`src/rtl/prism_load_seq_if.sv`:
```
// Host-side command/word stream and PRISM debug write port of the load sequencer.
// The sequencer itself uses the slave modport; the host side uses master.
interface prism_load_seq_if;
  logic        cmd_start;
  logic [5:0]  cmd_base;
  logic [3:0]  cmd_count;
  logic        cmd_autorun;
  logic        cmd_abort;
  logic        irq_clr;
  logic        word_valid;
  logic [31:0] word_data;
  logic        word_ready;
  logic        prism_reset;
  logic        prism_enable;
  logic [5:0]  prism_addr;
  logic        prism_wr;
  logic [31:0] prism_wdata;
  logic        busy;
  logic        done;
  logic        error;
  logic        irq;

  modport master (
    output cmd_start, cmd_base, cmd_count, cmd_autorun, cmd_abort, irq_clr,
    output word_valid, word_data,
    input  word_ready, prism_reset, prism_enable, prism_addr, prism_wr, prism_wdata,
    input  busy, done, error, irq
  );

  modport slave (
    input  cmd_start, cmd_base, cmd_count, cmd_autorun, cmd_abort, irq_clr,
    input  word_valid, word_data,
    output word_ready, prism_reset, prism_enable, prism_addr, prism_wr, prism_wdata,
    output busy, done, error, irq
  );
endinterface

```
`src/rtl/prism_load_seq.sv`:
```
// PRISM configuration sequencer: quiesces PRISM, streams buffered config words into consecutive
// debug addresses, then releases reset and optionally enables the FSM.
module prism_load_seq #(
  parameter int unsigned FIFO_DEPTH    = 4,
  parameter int unsigned SETTLE_CYCLES = 2,
  parameter int unsigned TIMEOUT       = 255
) (
  input logic              clk,
  input logic              rst,
  prism_load_seq_if.slave  bus_io
);
  localparam int unsigned PtrW = (FIFO_DEPTH > 1) ? $clog2(FIFO_DEPTH) : 1;
  localparam int unsigned CntW = PtrW + 1;
  localparam int unsigned SetW = (SETTLE_CYCLES > 1) ? $clog2(SETTLE_CYCLES) : 1;

  typedef enum logic [1:0] {StIdle, StQuiesce, StLoad, StRelease} state_e;

  state_e            state_q, state_d;
  logic [31:0]       mem_q [FIFO_DEPTH];
  logic [PtrW-1:0]   rptr_q, rptr_d, wptr_q, wptr_d;
  logic [CntW-1:0]   occ_q, occ_d;
  logic [4:0]        rem_q, rem_d;
  logic [3:0]        widx_q, widx_d;
  logic              autorun_q, autorun_d;
  logic [SetW-1:0]   settle_q, settle_d;
  logic [7:0]        idle_q, idle_d;
  logic              prism_reset_q, prism_reset_d;
  logic              prism_enable_q, prism_enable_d;
  logic [5:0]        prism_addr_q, prism_addr_d;
  logic              prism_wr_q, prism_wr_d;
  logic [31:0]       prism_wdata_q, prism_wdata_d;
  logic              error_q, error_d;
  logic              irq_q, irq_d;

  logic fifo_empty, fifo_full, word_ready, push, pop, flush, irq_set, abort, settle_done;
  logic unused_base;

  assign unused_base = ^bus_io.cmd_base[1:0];
  assign fifo_empty  = (occ_q == '0);
  assign fifo_full   = (occ_q == CntW'(FIFO_DEPTH));
  assign settle_done = (settle_q == SetW'(SETTLE_CYCLES - 1));
  assign abort       = bus_io.cmd_abort && (state_q != StIdle);

  // Stop accepting once the buffered words already cover every remaining write.
  assign word_ready = ((state_q == StQuiesce) || (state_q == StLoad)) && !fifo_full &&
                      (32'(occ_q) < 32'(rem_q));
  assign push       = bus_io.word_valid && word_ready;

  always_comb begin
    state_d        = state_q;
    rptr_d         = rptr_q;
    wptr_d         = wptr_q;
    occ_d          = occ_q;
    rem_d          = rem_q;
    widx_d         = widx_q;
    autorun_d      = autorun_q;
    settle_d       = settle_q;
    idle_d         = idle_q;
    prism_reset_d  = prism_reset_q;
    prism_enable_d = prism_enable_q;
    prism_addr_d   = prism_addr_q;
    prism_wr_d     = 1'b0;
    prism_wdata_d  = prism_wdata_q;
    error_d        = error_q;
    irq_set        = 1'b0;
    pop            = 1'b0;
    flush          = 1'b0;

    unique case (state_q)
      StIdle: begin
        if (bus_io.cmd_start) begin
          widx_d         = bus_io.cmd_base[5:2];
          rem_d          = (bus_io.cmd_count == 4'd0) ? 5'd16 : {1'b0, bus_io.cmd_count};
          autorun_d      = bus_io.cmd_autorun;
          flush          = 1'b1;
          error_d        = 1'b0;
          prism_enable_d = 1'b0;
          prism_reset_d  = 1'b1;
          settle_d       = '0;
          idle_d         = '0;
          state_d        = StQuiesce;
        end
      end
      StQuiesce: begin
        // The first pop is issued on the last settle cycle so its registered strobe lands
        // in the first LOAD cycle.
        if (settle_done) begin
          state_d = StLoad;
          pop     = !fifo_empty;
        end else begin
          settle_d = settle_q + 1'b1;
        end
      end
      StLoad: begin
        if (rem_q == 5'd0) begin
          state_d        = StRelease;
          prism_reset_d  = 1'b0;
          prism_enable_d = autorun_q;
        end else if (!fifo_empty) begin
          pop = 1'b1;
        end else if (idle_q == 8'(TIMEOUT - 1)) begin
          error_d = 1'b1;
          irq_set = 1'b1;
          flush   = 1'b1;
          state_d = StIdle;
        end else begin
          idle_d = idle_q + 8'd1;
        end
      end
      StRelease: begin
        irq_set = 1'b1;
        state_d = StIdle;
      end
      default: state_d = StIdle;
    endcase

    if (abort) begin
      pop            = 1'b0;
      flush          = 1'b1;
      prism_reset_d  = 1'b1;
      prism_enable_d = 1'b0;
      error_d        = 1'b1;
      irq_set        = 1'b1;
      state_d        = StIdle;
    end

    if (pop) begin
      prism_wr_d    = 1'b1;
      prism_addr_d  = {widx_q, 2'b00};
      prism_wdata_d = mem_q[rptr_q];
      widx_d        = widx_q + 4'd1;
      rem_d         = rem_q - 5'd1;
      idle_d        = '0;
    end

    if (flush) begin
      rptr_d = '0;
      wptr_d = '0;
      occ_d  = '0;
    end else begin
      rptr_d = rptr_q + PtrW'(pop);
      wptr_d = wptr_q + PtrW'(push);
      occ_d  = occ_q + CntW'(push) - CntW'(pop);
    end

    irq_d = (irq_q && !bus_io.irq_clr) || irq_set;
  end

  always_ff @(posedge clk) begin
    if (rst) begin
      state_q        <= StIdle;
      rptr_q         <= '0;
      wptr_q         <= '0;
      occ_q          <= '0;
      rem_q          <= '0;
      widx_q         <= '0;
      autorun_q      <= 1'b0;
      settle_q       <= '0;
      idle_q         <= '0;
      prism_reset_q  <= 1'b0;
      prism_enable_q <= 1'b0;
      prism_addr_q   <= '0;
      prism_wr_q     <= 1'b0;
      prism_wdata_q  <= '0;
      error_q        <= 1'b0;
      irq_q          <= 1'b0;
    end else begin
      state_q        <= state_d;
      rptr_q         <= rptr_d;
      wptr_q         <= wptr_d;
      occ_q          <= occ_d;
      rem_q          <= rem_d;
      widx_q         <= widx_d;
      autorun_q      <= autorun_d;
      settle_q       <= settle_d;
      idle_q         <= idle_d;
      prism_reset_q  <= prism_reset_d;
      prism_enable_q <= prism_enable_d;
      prism_addr_q   <= prism_addr_d;
      prism_wr_q     <= prism_wr_d;
      prism_wdata_q  <= prism_wdata_d;
      error_q        <= error_d;
      irq_q          <= irq_d;
    end
  end

  // Storage needs no reset; occupancy tracking decides what is valid.
  always_ff @(posedge clk) begin
    if (push) begin
      mem_q[wptr_q] <= bus_io.word_data;
    end
  end

  assign bus_io.word_ready   = word_ready;
  assign bus_io.prism_reset  = prism_reset_q;
  assign bus_io.prism_enable = prism_enable_q;
  assign bus_io.prism_addr   = prism_addr_q;
  assign bus_io.prism_wr     = prism_wr_q;
  assign bus_io.prism_wdata  = prism_wdata_q;
  assign bus_io.busy         = (state_q != StIdle);
  assign bus_io.done         = (state_q == StRelease) && !bus_io.cmd_abort;
  assign bus_io.error        = error_q;
  assign bus_io.irq          = irq_q;
endmodule

```
`src/flat_wrapper.sv`:
```
// flat-port wrapper written by rule: the top's interface ports become plain ports
module prism_load_seq_flat 
#(
  parameter int unsigned FIFO_DEPTH    = 4,
  parameter int unsigned SETTLE_CYCLES = 2,
  parameter int unsigned TIMEOUT       = 255
)
  (clk, rst, bus_io_cmd_start, bus_io_cmd_base, bus_io_cmd_count, bus_io_cmd_autorun, bus_io_cmd_abort, bus_io_irq_clr, bus_io_word_valid, bus_io_word_data, bus_io_word_ready, bus_io_prism_reset, bus_io_prism_enable, bus_io_prism_addr, bus_io_prism_wr, bus_io_prism_wdata, bus_io_busy, bus_io_done, bus_io_error, bus_io_irq);
  prism_load_seq_if bus_io_i ();
  input logic clk;
  input logic rst;
  input wire logic [$bits(bus_io_i.cmd_start)-1:0] bus_io_cmd_start;
  input wire logic [$bits(bus_io_i.cmd_base)-1:0] bus_io_cmd_base;
  input wire logic [$bits(bus_io_i.cmd_count)-1:0] bus_io_cmd_count;
  input wire logic [$bits(bus_io_i.cmd_autorun)-1:0] bus_io_cmd_autorun;
  input wire logic [$bits(bus_io_i.cmd_abort)-1:0] bus_io_cmd_abort;
  input wire logic [$bits(bus_io_i.irq_clr)-1:0] bus_io_irq_clr;
  input wire logic [$bits(bus_io_i.word_valid)-1:0] bus_io_word_valid;
  input wire logic [$bits(bus_io_i.word_data)-1:0] bus_io_word_data;
  output wire logic [$bits(bus_io_i.word_ready)-1:0] bus_io_word_ready;
  output wire logic [$bits(bus_io_i.prism_reset)-1:0] bus_io_prism_reset;
  output wire logic [$bits(bus_io_i.prism_enable)-1:0] bus_io_prism_enable;
  output wire logic [$bits(bus_io_i.prism_addr)-1:0] bus_io_prism_addr;
  output wire logic [$bits(bus_io_i.prism_wr)-1:0] bus_io_prism_wr;
  output wire logic [$bits(bus_io_i.prism_wdata)-1:0] bus_io_prism_wdata;
  output wire logic [$bits(bus_io_i.busy)-1:0] bus_io_busy;
  output wire logic [$bits(bus_io_i.done)-1:0] bus_io_done;
  output wire logic [$bits(bus_io_i.error)-1:0] bus_io_error;
  output wire logic [$bits(bus_io_i.irq)-1:0] bus_io_irq;
  assign bus_io_i.cmd_start = bus_io_cmd_start;
  assign bus_io_i.cmd_base = bus_io_cmd_base;
  assign bus_io_i.cmd_count = bus_io_cmd_count;
  assign bus_io_i.cmd_autorun = bus_io_cmd_autorun;
  assign bus_io_i.cmd_abort = bus_io_cmd_abort;
  assign bus_io_i.irq_clr = bus_io_irq_clr;
  assign bus_io_i.word_valid = bus_io_word_valid;
  assign bus_io_i.word_data = bus_io_word_data;
  assign bus_io_word_ready = bus_io_i.word_ready;
  assign bus_io_prism_reset = bus_io_i.prism_reset;
  assign bus_io_prism_enable = bus_io_i.prism_enable;
  assign bus_io_prism_addr = bus_io_i.prism_addr;
  assign bus_io_prism_wr = bus_io_i.prism_wr;
  assign bus_io_prism_wdata = bus_io_i.prism_wdata;
  assign bus_io_busy = bus_io_i.busy;
  assign bus_io_done = bus_io_i.done;
  assign bus_io_error = bus_io_i.error;
  assign bus_io_irq = bus_io_i.irq;
  prism_load_seq #(.FIFO_DEPTH(FIFO_DEPTH), .SETTLE_CYCLES(SETTLE_CYCLES), .TIMEOUT(TIMEOUT)) u_core (.clk(clk), .rst(rst), .bus_io(bus_io_i));
endmodule
```
`config.mk`:
```
export PLATFORM = sky130hd
export DESIGN_NAME = prism_load_seq_flat
export DESIGN_NICKNAME = d
export VERILOG_FILES = /design/src/rtl/prism_load_seq_if.sv /design/src/rtl/prism_load_seq.sv /design/src/flat_wrapper.sv
export SDC_FILE = /design/constraint.sdc
export NUM_CORES = 1
export LEC_CHECK = 0
export CORE_MARGIN = 2
export CORE_UTILIZATION = 40
export CTS_BUF_LIST = sky130_fd_sc_hd__clkbuf_8
export DETAILED_ROUTE_END_ITERATION = 16
export GPL_TIMING_DRIVEN = 0
export PLACE_DENSITY = 0.57
export SLEW_MARGIN = 20
export SYNTH_ARGS = -nofsm -noshare
export SYNTH_HDL_FRONTEND = slang
export SYNTH_SLANG_ARGS = --single-unit
```
`constraint.sdc`:
```
create_clock -name clk -period 14.03 [get_ports clk]
set_clock_uncertainty 0.05 [all_clocks]
set_input_delay 4.209 -clock clk [delete_from_list [all_inputs] [get_ports clk]]
set_output_delay 4.209 -clock clk [all_outputs]
set_load 0.01 [all_outputs]
```
Word level (Yosys, flattened, before mapping)
Memories as Yosys holds them, arrays and structs flattened. A register that Yosys moved wholly into a read port is not among the register bits.
Index checks and enable logic that the tools add are counted.
W data, S select, Z words.

word-level totals
  RAM bits = 128
  register bits after elaboration = 37
  output and inout port bits = 46
  bits of input ports = 49
  memories kept = 1

memory list
  name          words  width  rd ports  clocked after memory_dff  wr ports  line                  source
  u_core.mem_q  4      32     1         1                         1         prism_load_seq.sv:19  logic [31:0] mem_q [FIFO_DEPTH];

cells by class
  eq/ne operators = 18
  order comparisons = 1
  mux-type cells = 48
  reductions and logical operators = 33
  $add $sub $neg = 8

operator list
  cell                   count
  $mux W8                4
  $mux W1                23
  $mux W5                4
  $pmux W8 S2            1
  $ne A3 B2 Y1 const B   5
  $pmux W1 S2            7
  $mux W4                3
  $mux W2                5
  $reduce_and A5 Y1      2
  $reduce_bool A2 Y1     5
  $add A8 B1 Y8 const B  1
  $eq A8 B8 Y1 const B   1
  $ne A2 B2 Y1 const B   4
  $pmux W2 S4            1
  $logic_and A1 B1 Y1    6
  $reduce_and A2 Y1      3
  $reduce_and A3 Y1      2
  $reduce_or A2 Y1       3
  $logic_not A5 Y1       1
  $lt A3 B5 Y1           1
  $sub A5 B1 Y5 const B  1
  $add A2 B1 Y2          2
  $add A4 B1 Y4 const B  1
  $eq A2 B2 Y1 const B   2
  other kinds (15)       20

Logic depth before layout (Yosys ltp)
Gate-level depths: netlist (run 1).

  depth after elaboration = 7
  depth in mapped cells = 16
  depth with buffers taken out = 13

Least setup slack after synthesis (run 1)
OpenSTA, ideal clock, no wires.

  kind = input port to output port
  start point = in bus_io_cmd_abort
  end point = out bus_io_done
  setup slack = 5,384 ps
  arrival time = 4,387 ps
  stages on the path = 1
  path through = nor2b_1

between the ends
  longest elaborated chain between the ends = 2

ends and longest elaborated chain
  item                 line                   source
  start: declaration   flat_wrapper.sv:16     input wire logic [$bits(bus_io_i.cmd_abort)-1:0] bus_io_cmd_abort;
  $logic_not A1 Y1     prism_load_seq.sv:201  assign bus_io.done = (state_q == StRelease) && !bus_io.cmd_abort;
  $logic_and A1 B1 Y1  prism_load_seq.sv:201
  end: declaration     flat_wrapper.sv:27     output wire logic [$bits(bus_io_i.done)-1:0] bus_io_done;

Every way passes these cells.

Worst setup path in the final report (run 1)
Same ends and word-level chain as after synthesis.

==> flow_summary.ini, run 1 <==
[critical_path]
r2r_setup_slack_ns = 10.51
path_buf_inv = 2
required_ns = 9.77
cp-start-kind = input port
cp.arrival_ns = 5.35
end_kind = output port
slowest_stage = clkdlybuf4s50_1
r2r-start = u_core.rem_q[0]
slowest_delay_ns = 0.54
rr_worst_depth = 15
cp_max_fo = 4
critPathKind = input port to output port
worstPathCellList = clkdlybuf4s50_1, nor2b_1, clkdlybuf4s50_1
reg2reg_to = u_core.occ_q[2]
crit_top_cell = clkdlybuf4s50_1
path_delay_family = buffers and inverters

[global_routing]
overflow = 0
grt_pass1_wl_um = 26000
grt_pass1_vias = 4842
grt_max_degree = 25
grt_antenna_before_repair = 0
track_usage_pct = 16.8

[hold_path]
min-delay-start = u_core.bus_io.prism_wdata[21]
hold_depth = 2
hold_end = u_core.bus_io.prism_wdata[21]
hold_class = flip-flop to flip-flop

[clocking]
cts_resized = 0
cts_hold_buf = 0
h-tree-depth = 4
post-cts-setup-buffers = 0
cts_sinks = 197
cts_buffers = 17
cts_tree = done
path_clk_slew_ns = 0.10
cts_root_buf = clkbuf_8
ctsLongestPathBuffers = 2
clk_latency_ns = 0.48

[sta]
period_minus_slack_ns = 9.61
setup_tns_ns = 0
slew_headroom_pct = 43.5
rsz0062_at_grt = false
fmax_ghz = 0.104
maxSlewViolCount = 0
hold_viol_final = 0
tightestPinTransition_ns = 0.844
fin_crit_sh_pct = 68.5
setup_viol = 0

[power]
vdd_drop_max_mv = 0.0657
leakage_nw = 3.12
total_power_mw = 1.20
p_per_area_nw_per_um2 = 125

[detailed_routing]
drtAntennaViolNets = 0
wirelength_um = 16500
wl_per_cell_um = 17.2
num_vias = 4852
routed_via_density = 5.05
post-route-drc-count = 0
drtIter0Drc = 355
dr.pass1.iters = 5

[die]
fp.dieW_um = 144
start_util_pct = 40.5
die-area_um2 = 20600
die_h_um = 144
row_count = 51
pin_count = 95
core-area_um2 = 19300

[logic_synthesis]
synth.area.mux_share_pct = 9.49
synth_compound_area_share_pct = 7.31
async_flop_share_pct = 0
synthSimpleGateAreaFrac_pct = 9.82
synth_top_family_by_area = simple AND/OR/NAND/NOR gates
synth.yosys.seq_area_share_pct = 67.0
synth_edf_count = 128
syn_area_um2 = 7800
ys_ff_latch = 197
ys.flop_type = edfxtp_1
synth.distinct_cells = 59
synth_cells = 560
synth_warnings = 0
synth-xor-area-share_pct = 0.898
synth_area_per_cell_um2 = 13.9
synth_fa_ha_area_share_pct = 2.66

[placed_design]
gp_congestion = 0.800
numPortBuffers = 90
place_hpwl_um = 11600

[finish]
mostFrequentLayoutCell = edfxtp_1
drive_above_1_share_pct = 15.8
synthToLayoutAreaGrowth_pct = 23.0
most-common-layout-cells = 128 x edfxtp_1, 90 x clkdlybuf4s50_1, 88 x nand2_1
nNetsFinal = 748
n_fill_cell = 1711
diodes = 0

[run]
drv_cap = 0

[run_status]
status = finished, final reports clean
-- area by class of cell --
class / instances / area [µm²] / area share, %
inverter: 20 / 75.1 / 0.782
buffer: 31 / 143 / 1.49
multi-input combinational: 313 / 2380 / 24.8
timing repair buffer: 103 / 1030 / 10.8
clock buffer: 17 / 234 / 2.44
sequential: 197 / 5230 / 54.4
clock inverter: 15 / 176 / 1.84
tap: 265 / 332 / 3.46
-- how the worst max path moves through the flow --
| stage | end | startpoint | depth (start not counted) |
|---|---|---|---|
| 2_1_floorplan | bus_io_done | bus_io_cmd_abort | 1 |
| 3_3_place_gp | u_core.mem_q[1][29] | bus_io_word_valid | 3 |
| 3_5_place_dp | bus_io_done | bus_io_cmd_abort | 3 |
| 4_1_cts | bus_io_done | bus_io_cmd_abort | 3 |
| 5_1_grt | bus_io_done | bus_io_cmd_abort | 3 |
| 6_report | bus_io_done | bus_io_cmd_abort | 3 |
-- metal layers --
layer  track usage (%)  vias to the layer above  part of all wire [%]
li1                  -                     2325                     -
met1              22.4                     2372                    45
met2              27.5                      138                    48
met4              5.93                        0                   1.4
met3              3.47                       17                   4.9
met5                 0                        -                     0
-- tightest hold or removal path, cell delays in order, from the launching register on --
cell	delay, ns
dfxtp_1	0.32
nand2_1	0.05
a21oi_1	0.05
-- logic make-up after synthesis --
group,count (synthesis)
flip-flops,197
AND/OR/NAND/NOR,161
AO/OA/AOI/OAI,92
buffers and inverters,51
multiplexers,34
adder cells (fa/ha/maj),16
XOR/XNOR,8
other,1
-- flip-flops by register name (all words and copies together) (netlist names) --
register	count
u_core.occ_q	3
u_core.autorun_q	1
u_core.rem_q	5
u_core.bus_io.irq	1
u_core.mem_q	128
u_core.rptr_q	2
u_core.bus_io.prism_enable	1
u_core.bus_io.prism_wdata	32
u_core.bus_io.prism_reset	1
u_core.bus_io.prism_addr	4
u_core.idle_q	8
u_core.bus_io.prism_wr	1
u_core.widx_q	4
u_core.settle_done	1
u_core.wptr_q	2
u_core.state_q	2
u_core.bus_io.error	1
-- synth_stat cells (all sizes together), types with 7 or more instances --
master    n  share of area [%]
clkbuf   14               0.67
o21ai     8               0.51
xnor2     8               0.90
buf      17                1.2
nand3     9               0.58
mux4     32                9.2
ha       15                2.4
nand2    89                4.3
edfxtp  128                 49
a21oi    51                3.3
nor2     19               0.91
a31oi     7               0.64
dfxtp    69                 18
inv      20               0.96
-- through the flow --
step	cells	worst slack [ns]	area, µm²	hold WS [ns]	util (%)
finish	961	4.42	9600	0.412	49.8
global route	961	4.35	9600	0.431	49.8
CTS	961	4.41	9600	0.414	49.8
detailed placement	929	4.41	9190	0.399	47.7
global placement	916	3.97	9040	0.394	46.9
floorplan	561	5.38	7800	0.386	-
-- where the power goes --
group | total, mW | switching [mW] | internal (mW) | leakage, nW
sequential | 0.658 | 0.0152 | 0.643 | 1.71
combinational | 0.179 | 0.0999 | 0.0796 | 1.21
clock | 0.361 | 0.225 | 0.136 | 0.199
No activity file was read; power rests on OpenSTA's default activity.
==> inputs of run 2 (changes only) <==
==> constraint.sdc (replaced) <==
create_clock -name clk -period 9.65 [get_ports clk]
set_clock_uncertainty 0.05 [all_clocks]
set_input_delay 2.895 -clock clk [delete_from_list [all_inputs] [get_ports clk]]
set_output_delay 2.895 -clock clk [all_outputs]
set_load 0.01 [all_outputs]
==> results of run 2 <==
Same layout as run 1 (identical final DEF). Status: finished, final reports clean.
Main changes from that run: setup slack after placement 4.41 ns -> 2.66 ns; setup slack after layout 4.42 ns -> 2.67 ns; register-to-register setup slack 10.51 ns -> 6.13 ns; total power 1.20 mW -> 1.74 mW; worst IR drop on VDD 0.0657 mV -> 0.0955 mV
